$ cat config.mk
export PLATFORM = sky130hd
export DESIGN_NAME = boot_sequencer
export DESIGN_NICKNAME = d
export VERILOG_FILES = /design/src/rtl/boot_sequencer.sv
export SDC_FILE = /design/constraint.sdc
export NUM_CORES = 1
export LEC_CHECK = 0
export CAP_MARGIN = 5
export CELL_PAD_IN_SITES_DETAIL_PLACEMENT = 1
export CELL_PAD_IN_SITES_GLOBAL_PLACEMENT = 2
export CORE_MARGIN = 5
export CORE_UTILIZATION = 31
export CTS_CLUSTER_DIAMETER = 80
export DETAILED_ROUTE_END_ITERATION = 12
export HOLD_SLACK_MARGIN = 0.08
export PLACE_DENSITY = 0.91
export SYNTH_ARGS = -nofsm -noshare
export SYNTH_HDL_FRONTEND = slang
export SYNTH_SLANG_ARGS = --single-unit
$ cat constraint.sdc
create_clock -name clk -period 2.6 [get_ports clk]
set_input_delay 0.52 -clock clk [delete_from_list [all_inputs] [get_ports clk]]
set_output_delay 0.52 -clock clk [all_outputs]
set_load 0.01 [all_outputs]
$ cat src/rtl/boot_sequencer.sv
// Boot sequencer: streams a program into CPU memory, appends the halt byte, runs the CPU and captures its result.
// Writes land one cycle after each transfer at one byte per cycle; in_ready is high only while loading.
module boot_sequencer #(
  parameter int          ADDR_W        = 10,
  parameter logic [7:0]  HALT_BYTE     = 8'hFF,
  parameter int          START_TIMEOUT = 16,
  parameter int          RUN_TIMEOUT   = 4096
) (
  input  logic              clk,
  input  logic              rst_n,
  input  logic              start,
  input  logic              in_valid,
  input  logic [7:0]        in_data,
  input  logic              in_last,
  output logic              in_ready,
  output logic              mem_we,
  output logic [ADDR_W-1:0] mem_addr,
  output logic [7:0]        mem_wdata,
  output logic              cpu_enable,
  input  logic              cpu_running,
  input  logic [7:0]        cpu_result,
  output logic              busy,
  output logic              done,
  output logic [1:0]        error,
  output logic [7:0]        result,
  output logic [ADDR_W:0]   load_count
);

  localparam logic [2:0] S_IDLE  = 3'd0;
  localparam logic [2:0] S_LOAD  = 3'd1;
  localparam logic [2:0] S_TERM  = 3'd2;
  localparam logic [2:0] S_START = 3'd3;
  localparam logic [2:0] S_RUN   = 3'd4;
  localparam logic [2:0] S_DONE  = 3'd5;
  localparam logic [2:0] S_ERR   = 3'd6;

  localparam int TMAX = (RUN_TIMEOUT > START_TIMEOUT) ? RUN_TIMEOUT : START_TIMEOUT;
  localparam int TW   = $clog2(TMAX + 1);
  localparam logic [TW-1:0] START_LIM = TW'(START_TIMEOUT - 1);
  localparam logic [TW-1:0] RUN_LIM   = TW'(RUN_TIMEOUT - 1);
  // Top address is reserved for the halt byte.
  localparam logic [ADDR_W:0] CAP = (ADDR_W+1)'((1 << ADDR_W) - 1);

  logic [2:0]    state;
  logic [2:0]    state_nxt;
  logic [TW-1:0] timer;
  logic          xfer;
  logic          full;

  assign in_ready   = (state == S_LOAD);
  assign busy       = (state == S_LOAD) || (state == S_TERM) ||
                      (state == S_START) || (state == S_RUN);
  assign done       = (state == S_DONE);
  assign cpu_enable = (state == S_START) || (state == S_RUN);

  assign xfer = in_valid & in_ready;
  assign full = (load_count == CAP);

  always_comb begin
    state_nxt = state;
    case (state)
      S_IDLE, S_DONE, S_ERR: if (start) state_nxt = S_LOAD;
      S_LOAD: begin
        if (xfer) begin
          if (full)         state_nxt = S_ERR;
          else if (in_last) state_nxt = S_TERM;
        end
      end
      S_TERM:  state_nxt = S_START;
      S_START: begin
        if (cpu_running)              state_nxt = S_RUN;
        else if (timer == START_LIM)  state_nxt = S_ERR;
      end
      S_RUN: begin
        if (!cpu_running)             state_nxt = S_DONE;
        else if (timer == RUN_LIM)    state_nxt = S_ERR;
      end
      default: state_nxt = S_IDLE;
    endcase
  end

  always_ff @(posedge clk or negedge rst_n) begin
    if (!rst_n) begin
      state      <= S_IDLE;
      timer      <= '0;
      mem_we     <= 1'b0;
      mem_addr   <= '0;
      mem_wdata  <= '0;
      error      <= 2'd0;
      result     <= '0;
      load_count <= '0;
    end else begin
      state  <= state_nxt;
      mem_we <= 1'b0;

      if (state_nxt != state)
        timer <= '0;
      else if (state == S_START || state == S_RUN)
        timer <= timer + 1'b1;

      if ((state == S_IDLE || state == S_DONE || state == S_ERR) && start) begin
        load_count <= '0;
        error      <= 2'd0;
        result     <= '0;
      end

      if (state == S_LOAD && xfer && !full) begin
        mem_we     <= 1'b1;
        mem_addr   <= load_count[ADDR_W-1:0];
        mem_wdata  <= in_data;
        load_count <= load_count + 1'b1;
      end

      if (state == S_TERM) begin
        mem_we    <= 1'b1;
        mem_addr  <= load_count[ADDR_W-1:0];
        mem_wdata <= HALT_BYTE;
      end

      if (state == S_RUN && !cpu_running)
        result <= cpu_result;

      // Error code follows from which state gave up.
      if (state_nxt == S_ERR && state != S_ERR) begin
        case (state)
          S_LOAD:  error <= 2'd1;
          S_START: error <= 2'd2;
          S_RUN:   error <= 2'd3;
          default: error <= 2'd0;
        endcase
      end
    end
  end

endmodule
==> flow_metrics.py <==
metrics = {
    "run_status": {
        "status": "finished clean",
    },
    "worst_setup_path": {
        "start_kind": "register",
        "required_ns": 2.08,
        "cp-end-kind": "output pin",
        "path_class": "register to output pin",
        "critPathMaxFanout": 12,
        "r2r_slack_ns": 0.40,
        "cp.arrival_ns": 1.95,
    },
    "sta": {
        "drv_slew": 0,
        "setup_viol": 0,
        "worst_slew_pin_slew_ns": 0.7202,
        "finalHoldViolations": 0,
        "tns_ns": 0,
        "min_period_ns": 2.467,
        "slew_headroom": 0.5199,
        "rsz0062_at_grt": "false",
        "fin_crit_sh": 0.9488,
        "max_freq_ghz": 0.4054,
        "skew_ns": 0.007738,
    },
    "pwr": {
        "seq_power_share": 0.353,
        "cellLeakagePower_nw": 1.576,
        "p_sw_frac": 0.3628,
        "p_switching_mw": 1.268,
        "clkPwrFrac": 0.188,
        "vdd_drop_max_v": 0.0003310,
        "p_int_mw": 2.227,
        "p_comb_frac": 0.459,
        "p_per_area_nw_per_um2": 925.7,
    },
    "clocking": {
        "path_clk_slew_ns": 0.10,
        "cts_sinks": 56,
        "hold_buffers": 0,
        "tritoncts": "done",
        "cts_resized": 0,
        "cts_root_buffer": "clkbuf_8",
        "cts_made_buffers": 5,
        "h-tree-depth": 2,
        "clockBufferDepth": 2,
        "insertion_delay_ns": 0.31,
        "cts_setup_buffers": 0,
    },
    "detailed_routing": {
        "drt_pass1_iterations": 6,
        "viasPerCell": 5.200,
        "ant_nets": 0,
        "vias": 2423,
        "wire_per_inst_um": 16.56,
        "drc": 0,
        "drt-total-wl_um": 7719,
        "drt_iter0_drc": 92,
    },
    "yosys": {
        "ys_seq_elements": 56,
        "synth_edf_count": 0,
        "yosys_warnings": 0,
        "synthFlopType": "dfrtp_1",
        "netlist_instances": 283,
        "syn_area_sq_um": 2850,
        "ys_seq_area_frac": 0.4917,
        "synth.avg_cell_area_sq_um": 10.07,
        "synthArstFlopShare": 1.000,
        "yosysUniqueCellTypes": 57,
        "syn_nets": 307,
    },
    "hold_path": {
        "hold_path_class": "primary input to asynchronous set/reset pin",
    },
    "global_routing": {
        "grt_use_total": 0.1421,
        "antenna_found_initial": 0,
        "grt_pass1_vias": 2635,
        "grt_max_degree": 57,
        "grt_pass1_wl_um": 13050,
        "grt_remaining_overflow": 0,
    },
    "floorplan": {
        "row_count": 35,
        "dieHeight_um": 105.9,
        "die_w_um": 105.9,
        "dieArea_sq_um": 11210,
        "num_io_pins": 66,
        "core_sq_um": 9109,
        "initial_utilization": 0.3129,
    },
    "cells_and_area": {
        "postLayoutCoreUtil": 0.4146,
        "area_growth_pct": 32.48,
        "fin_nets": 379,
        "diodes": 0,
        "drive_above_1_share": 0.1296,
    },
    "placed_design": {
        "portBuffers": 65,
        "place.gp.congestion": 0.8484,
        "dp_hpwl_um": 5737,
    },
    "flow_run": {
        "cap_violations": 0,
    },
}
## logic make-up (layout without fill, tap and decap cells)
kind of cell / Yosys count / count (layout) / synth area share
and+or+nand+nor: 136 / 136 / 0.2463
buffers and inverters: 17 / 89 / 0.03775
adders and majority gates: 4 / 4 / 0.01580
AOI/OAI and AO/OA: 42 / 42 / 0.1005
DFF: 56 / 56 / 0.4917
muxes: 12 / 12 / 0.05882
xor gates and xnor gates: 16 / 16 / 0.04916
## synthesized netlist by cell type (all sizes together), types with 2 or more instances
master / n / area, sq um
dfrtp: 56 / 1401
nand2: 54 / 202.7
nor2: 22 / 87.58
o21ai: 20 / 100.1
nand3: 15 / 80.08
buf: 14 / 95.09
mux2: 11 / 157.7
xnor2: 10 / 87.58
nand4: 7 / 43.79
nor4: 7 / 56.30
xor2: 6 / 52.55
a21oi: 5 / 28.78
nor3: 5 / 25.02
nor3b: 4 / 35.03
and3: 3 / 18.77
and4: 3 / 26.28
a2bb2oi: 2 / 23.77
a31oi: 2 / 12.51
and2: 2 / 12.51
ha: 2 / 25.02
inv: 2 / 7.500
maj3: 2 / 20.02
nand2b: 2 / 12.51
nor2b: 2 / 12.51
or4: 2 / 15.01
## layout make-up
cell class / count / area, sq um
Fill cell: 1040 / 5333
Clock inverter: 2 / 60.06
Tap cell: 111 / 138.9
Clock buffer: 5 / 68.82
Sequential cell: 56 / 1401
Timing Repair Buffer: 80 / 758.2
Inverter: 2 / 7.507
Multi-Input combinational cell: 210 / 1341
## metrics by stage
stage | cells | power, mW | instance area [sq um] | hold WS [ns] | setup slack (ns)
floorplan | 283 | 2.158 | 2850 | 0.2244 | 0.7141
CTS | 466 | 3.555 | 3776 | 0.3774 | 0.08476
global route | 466 | 3.735 | 3776 | 0.4170 | 0.007615
global placement | 459 | 2.823 | 3647 | 0.4863 | 0.2471
detailed placement | 459 | 2.877 | 3647 | 0.4974 | 0.1585
finish | 466 | 3.495 | 3776 | 0.3514 | 0.1332
## path summary, 6_finish.rpt
kind / start / endpoint / cells after the start
worst max register to register: load_count[0] / mem_addr[8] / 8
max in group asynchronous: rst_n / load_count[7] / 2
min in group clk: mem_wdata[1] / mem_wdata[1] / 2
worst max-delay path: state[0] / cpu_enable / 4
worst min-delay path: rst_n / timer[3] / 2
worst min register to register: mem_wdata[1] / mem_wdata[1] / 2
## state kept, by name (all words and copies together) (netlist names)
name        flops
result          8
load_count     11
error           2
mem_wdata       8
mem_addr       10
mem_we          1
state           3
timer          13
## worst max-delay path, stage by stage, from the launching register on
cell and delay, ns:
dfrtp_1 0.53, nor2_1 0.36, a21oi_2 0.14, inv_2 0.08, clkdlybuf4s50_1 0.53
## power by group through the flow
stage          Combinational, mW  Sequential (mW)  Clock, mW
5_1_grt                     1.76             1.26      0.711
3_3_place_gp                1.58             1.24          0
3_5_place_dp                1.62             1.25          0
2_1_floorplan              0.893             1.26          0
6_report                    1.61             1.23      0.657
4_1_cts                     1.63             1.24      0.685
## cell usage in the layout (no fill, tap or decap), types with 3 or more instances in the layout
cell / synthesis / routed
dfrtp_1: 56 / 56
nand2_1: 54 / 54
nand3_1: 14 / 14
nor3b_1: 3 / 3
nor2_1: 20 / 20
and3_1: 3 / 3
nor3_1: 5 / 5
and4_1: 3 / 3
clkdlybuf4s50_1: 0 / 64
xor2_1: 6 / 6
a21oi_1: 4 / 4
o21ai_0: 20 / 20
nand4_1: 7 / 7
mux2_4: 9 / 9
buf_4: 0 / 15
xnor2_1: 10 / 10
nor4_1: 5 / 5
clkbuf_8: 0 / 5
## layer usage
| metal | vias up | track usage | share of wire |
|---|---|---|---|
| met3 | 8 | 0.02817 | 0.042 |
| met5 | - | 0 | 0 |
| met1 | 1206 | 0.1820 | 0.45 |
| met2 | 62 | 0.2386 | 0.49 |
| li1 | 1147 | - | - |
| met4 | 0 | 0.04903 | 0.016 |
No activity file was read; power rests on OpenSTA's default activity.
==> RTL edit 1: new RTL, same flow settings <==
Change the parameter `RUN_TIMEOUT` from 4096 to 2048.
--- a/src/rtl/boot_sequencer.sv
+++ b/src/rtl/boot_sequencer.sv
@@ -4,7 +4,7 @@
   parameter int          ADDR_W        = 10,
   parameter logic [7:0]  HALT_BYTE     = 8'hFF,
   parameter int          START_TIMEOUT = 16,
-  parameter int          RUN_TIMEOUT   = 4096
+  parameter int          RUN_TIMEOUT   = 2048
 ) (
   input  logic              clk,
   input  logic              rst_n,
Check against the original RTL: same outputs for any inputs over 10 cycles, from zero or initial values and one cycle with rst_n low; that may be too few to reach the edited logic, so the function may still have changed.
==> RTL edit 1 against the original RTL <==
Synthesized cell count grew 6.0%; wire length grew 5.5%; sequential cell count shrank 1; fmax grew 0.28%; clock power grew 5.5%; synthesized area grew 0.75%; cell area grew 3.0%; first-iteration DRC count shrank 41%; worst hold slack lost 18 ps; power grew 9.8%; worst setup slack gained 6.9 ps; sequential power shrank 3%; critical path type unchanged; largest power group unchanged.
==> RTL edit 1: results (changes against the original RTL) <==
Status
  • Outcome: complete, no violations

Critical path
  • R2R setup slack: 350 ps (-50 ps)
  • Crit path DAT: 1940 ps
  • Critical path's top delay family: simple AND/OR/NAND/NOR gates
  • CP max FO: 8 (-4)

Yosys
  • Post-synthesis xor/xnor area fraction: 0.0458 (-0.00341)
  • Proportion of synthesized area in mux cells: 0.0527 (-0.00610)
  • Syn Area/Cell: 9.57 sq um (-5.0%)
  • Post-synthesis sequential area ratio: 0.479 (-0.0124)
  • Cell variety after synth: 46 (-19%)
  • Compound-Gate Fraction of Synth Area: 0.152 (+0.0511)
  • Top cells by area, synth: dfrtp_1 (48%), nand2_1 (7.5%), a211oi_2 (3.5%), nand3_1 (3.5%), xnor2_1 (3.4%)
  • Synth Area in Adders: 0.0122 (-0.00360)
  • Most instantiated cells after synthesis: nand2_1 (57), dfrtp_1 (55), nand3_1 (20), o21ai_0 (18), a21oi_1 (17)
  • Syn_nets: 324 (+5.5%)

GRT
  • Number of global-route vias before repair: 2678 (+1.6%)
  • Pin count of the biggest net entering global routing: 56 (-1.8%)
  • GRT Total Usage: 0.146 (+0.00348)
  • Global-route wire length before repair: 13.3 mm (+2.1%)

Layout
  • Final cell count without fillers: 490 (+5.2%)
  • Max reg flops: 12 (-1)
  • Net count, final: 402 (+6.1%)
  • Largest regs: timer: 12 flops, load_count: 11 flops, mem_addr: 10 flops

Place
  • DP Area: 3750 sq um (+2.8%)
  • Post-DP HPWL: 5.90 mm (+2.8%)
  • Placed insts: 482 (+5.0%)
  • Gpl congestion: 0.807 (-4.8%)

Clocking
  • CTS resizes: 1 (+1)

Power
  • P_leak: 1.63 nW (+3.5%)
  • Max IR drop VDD: 0.000395 V (+19%)

STA
  • Layout Skew: 9.37 ps (+1.63 ps)
  • Slew @ Worst Pin: 790 ps (+69.9 ps)

Detailed routing
  • DR WL/cell: 16.6 microns (+0.33%)
  • DR vias: 2538 (+4.7%)
  • DRT iter0 DRCs: 54 (-41%)
RTL edit 1: changes by cell type after synthesis, moves of 4 or more:
cell	delta
inv_1	+8
nand3_1	+6
mux2_1	+5
mux2i_1	+4
mux2_4	-9
a211oi_2	+8
nor3_1	+4
clkbuf_1	+4
nor2_1	-7
a21oi_1	+13
RTL edit 1: where the power goes:
| group | internal, mW | leakage, nW | switching, mW |
|---|---|---|---|
| clock network | 0.384 | 0.0644 | 0.309 |
| logic | 0.903 | 0.832 | 1.05 |
| registers | 1.06 | 0.735 | 0.133 |
RTL edit 1: layout make-up:
class	count	area [sq um]
clock buffers	5	68.8
clock inverters	3	67.6
fillers	1068	5260
inverters	9	33.8
multi-input cells	221	1390
flip-flops and latches	55	1380
well taps	111	139
repair buffers	86	816
RTL edit 1: per-stage QoR:
step | setup WS (ps) | hold slack (ps)
global placement | 159 | 460
floorplan | 454 | 224
global route | 15.6 | 408
detailed placement | 111 | 476
CTS | 104 | 361
finish | 140 | 334
RTL edit 1: kinds of logic after synthesis:
logic type                 count (synthesis)
buffers and inverters                     24
muxes                                     14
DFF                                       55
adders and majority gates                  3
xor gates and xnor gates                  15
AOI/OAI and AO/OA                         61
and+or+nand+nor                          128
RTL edit 1: path summary, 6_finish.rpt:
kind	startpoint	endpoint	cells after the start
max	state[2]	cpu_enable	4
min reg2reg	mem_addr[9]	mem_addr[9]	2
max in group asynchronous	rst_n	timer[9]	2
min in group clk	mem_addr[9]	mem_addr[9]	2
min	rst_n	mem_addr[2]	2
max reg2reg	load_count[1]	mem_addr[0]	5
RTL edit 1: layer usage:
metal  up-vias  GRT usage  routed length, microns
met5         -          0                       0
li1       1217          -                       -
met3         7     0.0328                     338
met4         0     0.0370                     107
met2        45      0.250                    3970
met1      1269      0.185                    3730
==> RTL edit 2: new RTL, same flow settings <==
Made on the original files. Reset style: synchronous (`rst_n`), changed in one clocked block.
--- a/src/rtl/boot_sequencer.sv
+++ b/src/rtl/boot_sequencer.sv
@@ -79,7 +79,7 @@
     endcase
   end
 
-  always_ff @(posedge clk or negedge rst_n) begin
+  always_ff @(posedge clk) begin
     if (!rst_n) begin
       state      <= S_IDLE;
       timer      <= '0;
Behaviour: differs if rst_n is asserted again (counterexample within 4 cycles, from zero or initial values and one cycle with rst_n low); with rst_n held inactive, the same outputs for 10 cycles.
==> RTL edit 2 against the original RTL <==
First-iteration DRC count fell by 54%; critical path type unchanged; cell area fell by 6.4%; wire length fell by 3.3%; worst setup slack got worse by 0.55 ps; synthesized area fell by 8.2%; count of clock-buffer cells in the layout did not move; utilization rose by 1.5 points; sequential cell count did not move.
Power is not compared: it rests on default switching activity, and its combinational part moved more than twofold at a synthesized area within 25%.
==> RTL edit 2: results (changes against the original RTL) <==
GRT
  • Global-route wire length before repair: 12.2 mm (-6.8%)
  • GRT Total Usage: 0.146 (+0.00392)
  • Pin count of the biggest net entering global routing: 19 (-67%)
  • Initial antenna violation count: 0 (unchanged)

Yosys
  • Syn_nets: 326 (+6.2%)
  • Top cells by area, synth: dfxtp_1 (43%), mux2i_1 (7.6%), nor2_1 (5.2%), a21oi_1 (4.4%), nand2_1 (3.9%)
  • Async SR Flop Fraction: 0 (-1.00)
  • Post-synthesis sequential area ratio: 0.428 (-0.0634)
  • Top FF cell, synth: dfxtp_1
  • Yosys warns: 0 (unchanged)
  • Most instantiated cells after synthesis: dfxtp_1 (56), nor2_1 (36), nand2_1 (27), a21oi_1 (23), mux2i_1 (20)
  • Cell variety after synth: 50 (-12%)

Detailed routing
  • DRC errors left: 0 (unchanged)
  • DR vias: 2464 (+1.7%)
  • DRT iter0 DRCs: 42 (-54%)
  • First-pass DRT Iterations: 4 (-2)
  • Drt total wl: 7.46 mm (-3.3%)

Clocking
  • Clock Path Buffers: 2 (unchanged)
  • Worst skew pair latency: 310 ps (about the same)
  • Post-CTS Setup Bufs: 0 (unchanged)
  • Clock transition at the registers of the reported paths: 100 ps (about the same)
  • H-Tree Depth: 2 (unchanged)
  • CTS resizes: 0 (unchanged)
  • Root buf cell: clkbuf_8
  • Total CTS buffers: 5 (unchanged)

Layout
  • ANT cells: 0 (unchanged)
  • Fraction of layout cells with a size suffix above 1: 0.0887 (-0.0409)
  • Largest regs: timer: 13 flops, load_count: 11 flops, mem_addr: 10 flops
  • Net count, final: 395 (+4.2%)

Place
  • Gpl congestion: 0.830 (-2.1%)
  • Input/output buffers: 65 (unchanged)
  • Post-placement setup slack: 221 ps (+62.2 ps)
  • Post-DP HPWL: 5.59 mm (-2.6%)

Status
  • Outcome: complete, no violations

Critical path
  • Critical path's top delay family: flip-flops
  • Crit path DAT: 1950 ps (about the same)
  • Slowest CP cell: dfxtp_1
  • CP max FO: 15 (+3)
  • Delay of the slowest critical-path stage: 640 ps (+110 ps)

Power
  • Max IR drop VDD: 0.000222 V
  • P_leak: 1.22 nW

STA
  • Final Max Slew Viols: 0 (unchanged)
  • Rel. slew slack: 0.667 (+0.147)
  • Layout Skew: 15.8 ps (+8.08 ps)

Worst hold path
  • Worst hold path type: register to register
-- RTL edit 2: changes by cell type after synthesis, sizes merged, moves of 10 or more --
cell	before	now
clkbuf	1	11
dfxtp	0	56
mux2	11	0
nor2	22	36
a21oi	5	23
dfrtp	56	0
nand2	54	27
mux2i	1	20
-- RTL edit 2: final cells by class --
cell class | instances | area [sq um]
fill | 976 | 4680
multi-input combinational | 226 | 1420
sequential | 56 | 1120
timing repair buffer | 80 | 763
tap | 105 | 131
clock buffer | 5 | 68.8
clock inverter | 3 | 21.3
inverter | 2 | 7.51
-- RTL edit 2: kinds of logic after synthesis --
logic type,Yosys count,synth area share
buffers and inverters,20,0.0315
muxes,20,0.0765
DFF,56,0.428
xor gates and xnor gates,18,0.0602
adders and majority gates,3,0.0134
AOI/OAI and AO/OA,54,0.131
and+or+nand+nor,131,0.259
-- RTL edit 2: routing by layer --
layer,share of wire,GRT usage,wire length (microns)
met1,0.46,0.188,3440
met3,0.045,0.0314,334
met2,0.49,0.253,3620
met4,0.0082,0.0303,61
met5,0,0,0
-- RTL edit 2: worst paths after layout --
kind | startpoint | endpoint | slack [ps] | depth (start not counted)
max | state[1] | cpu_enable | 130 | 3
min | result[2] | result[2] | 480 | 2
min reg2reg | result[2] | result[2] | 480 | 2
max reg2reg | state[1] | mem_wdata[0] | 310 | 7
-- RTL edit 2: stage by stage --
stage | std cells | area [sq um] | utilization
2_1_floorplan | 302 | 2620 | -
3_3_place_gp | 469 | 3440 | 0.418
5_1_grt | 477 | 3530 | 0.430
3_5_place_dp | 469 | 3440 | 0.418
4_1_cts | 477 | 3530 | 0.429
6_report | 477 | 3530 | 0.430
-- RTL edit 2: where the power goes --
part / internal, mW / switching [mW]
registers: 0.874 / 0.0212
logic: 0.123 / 0.118
clock network: 0.192 / 0.287
total: 1.19 / 0.427
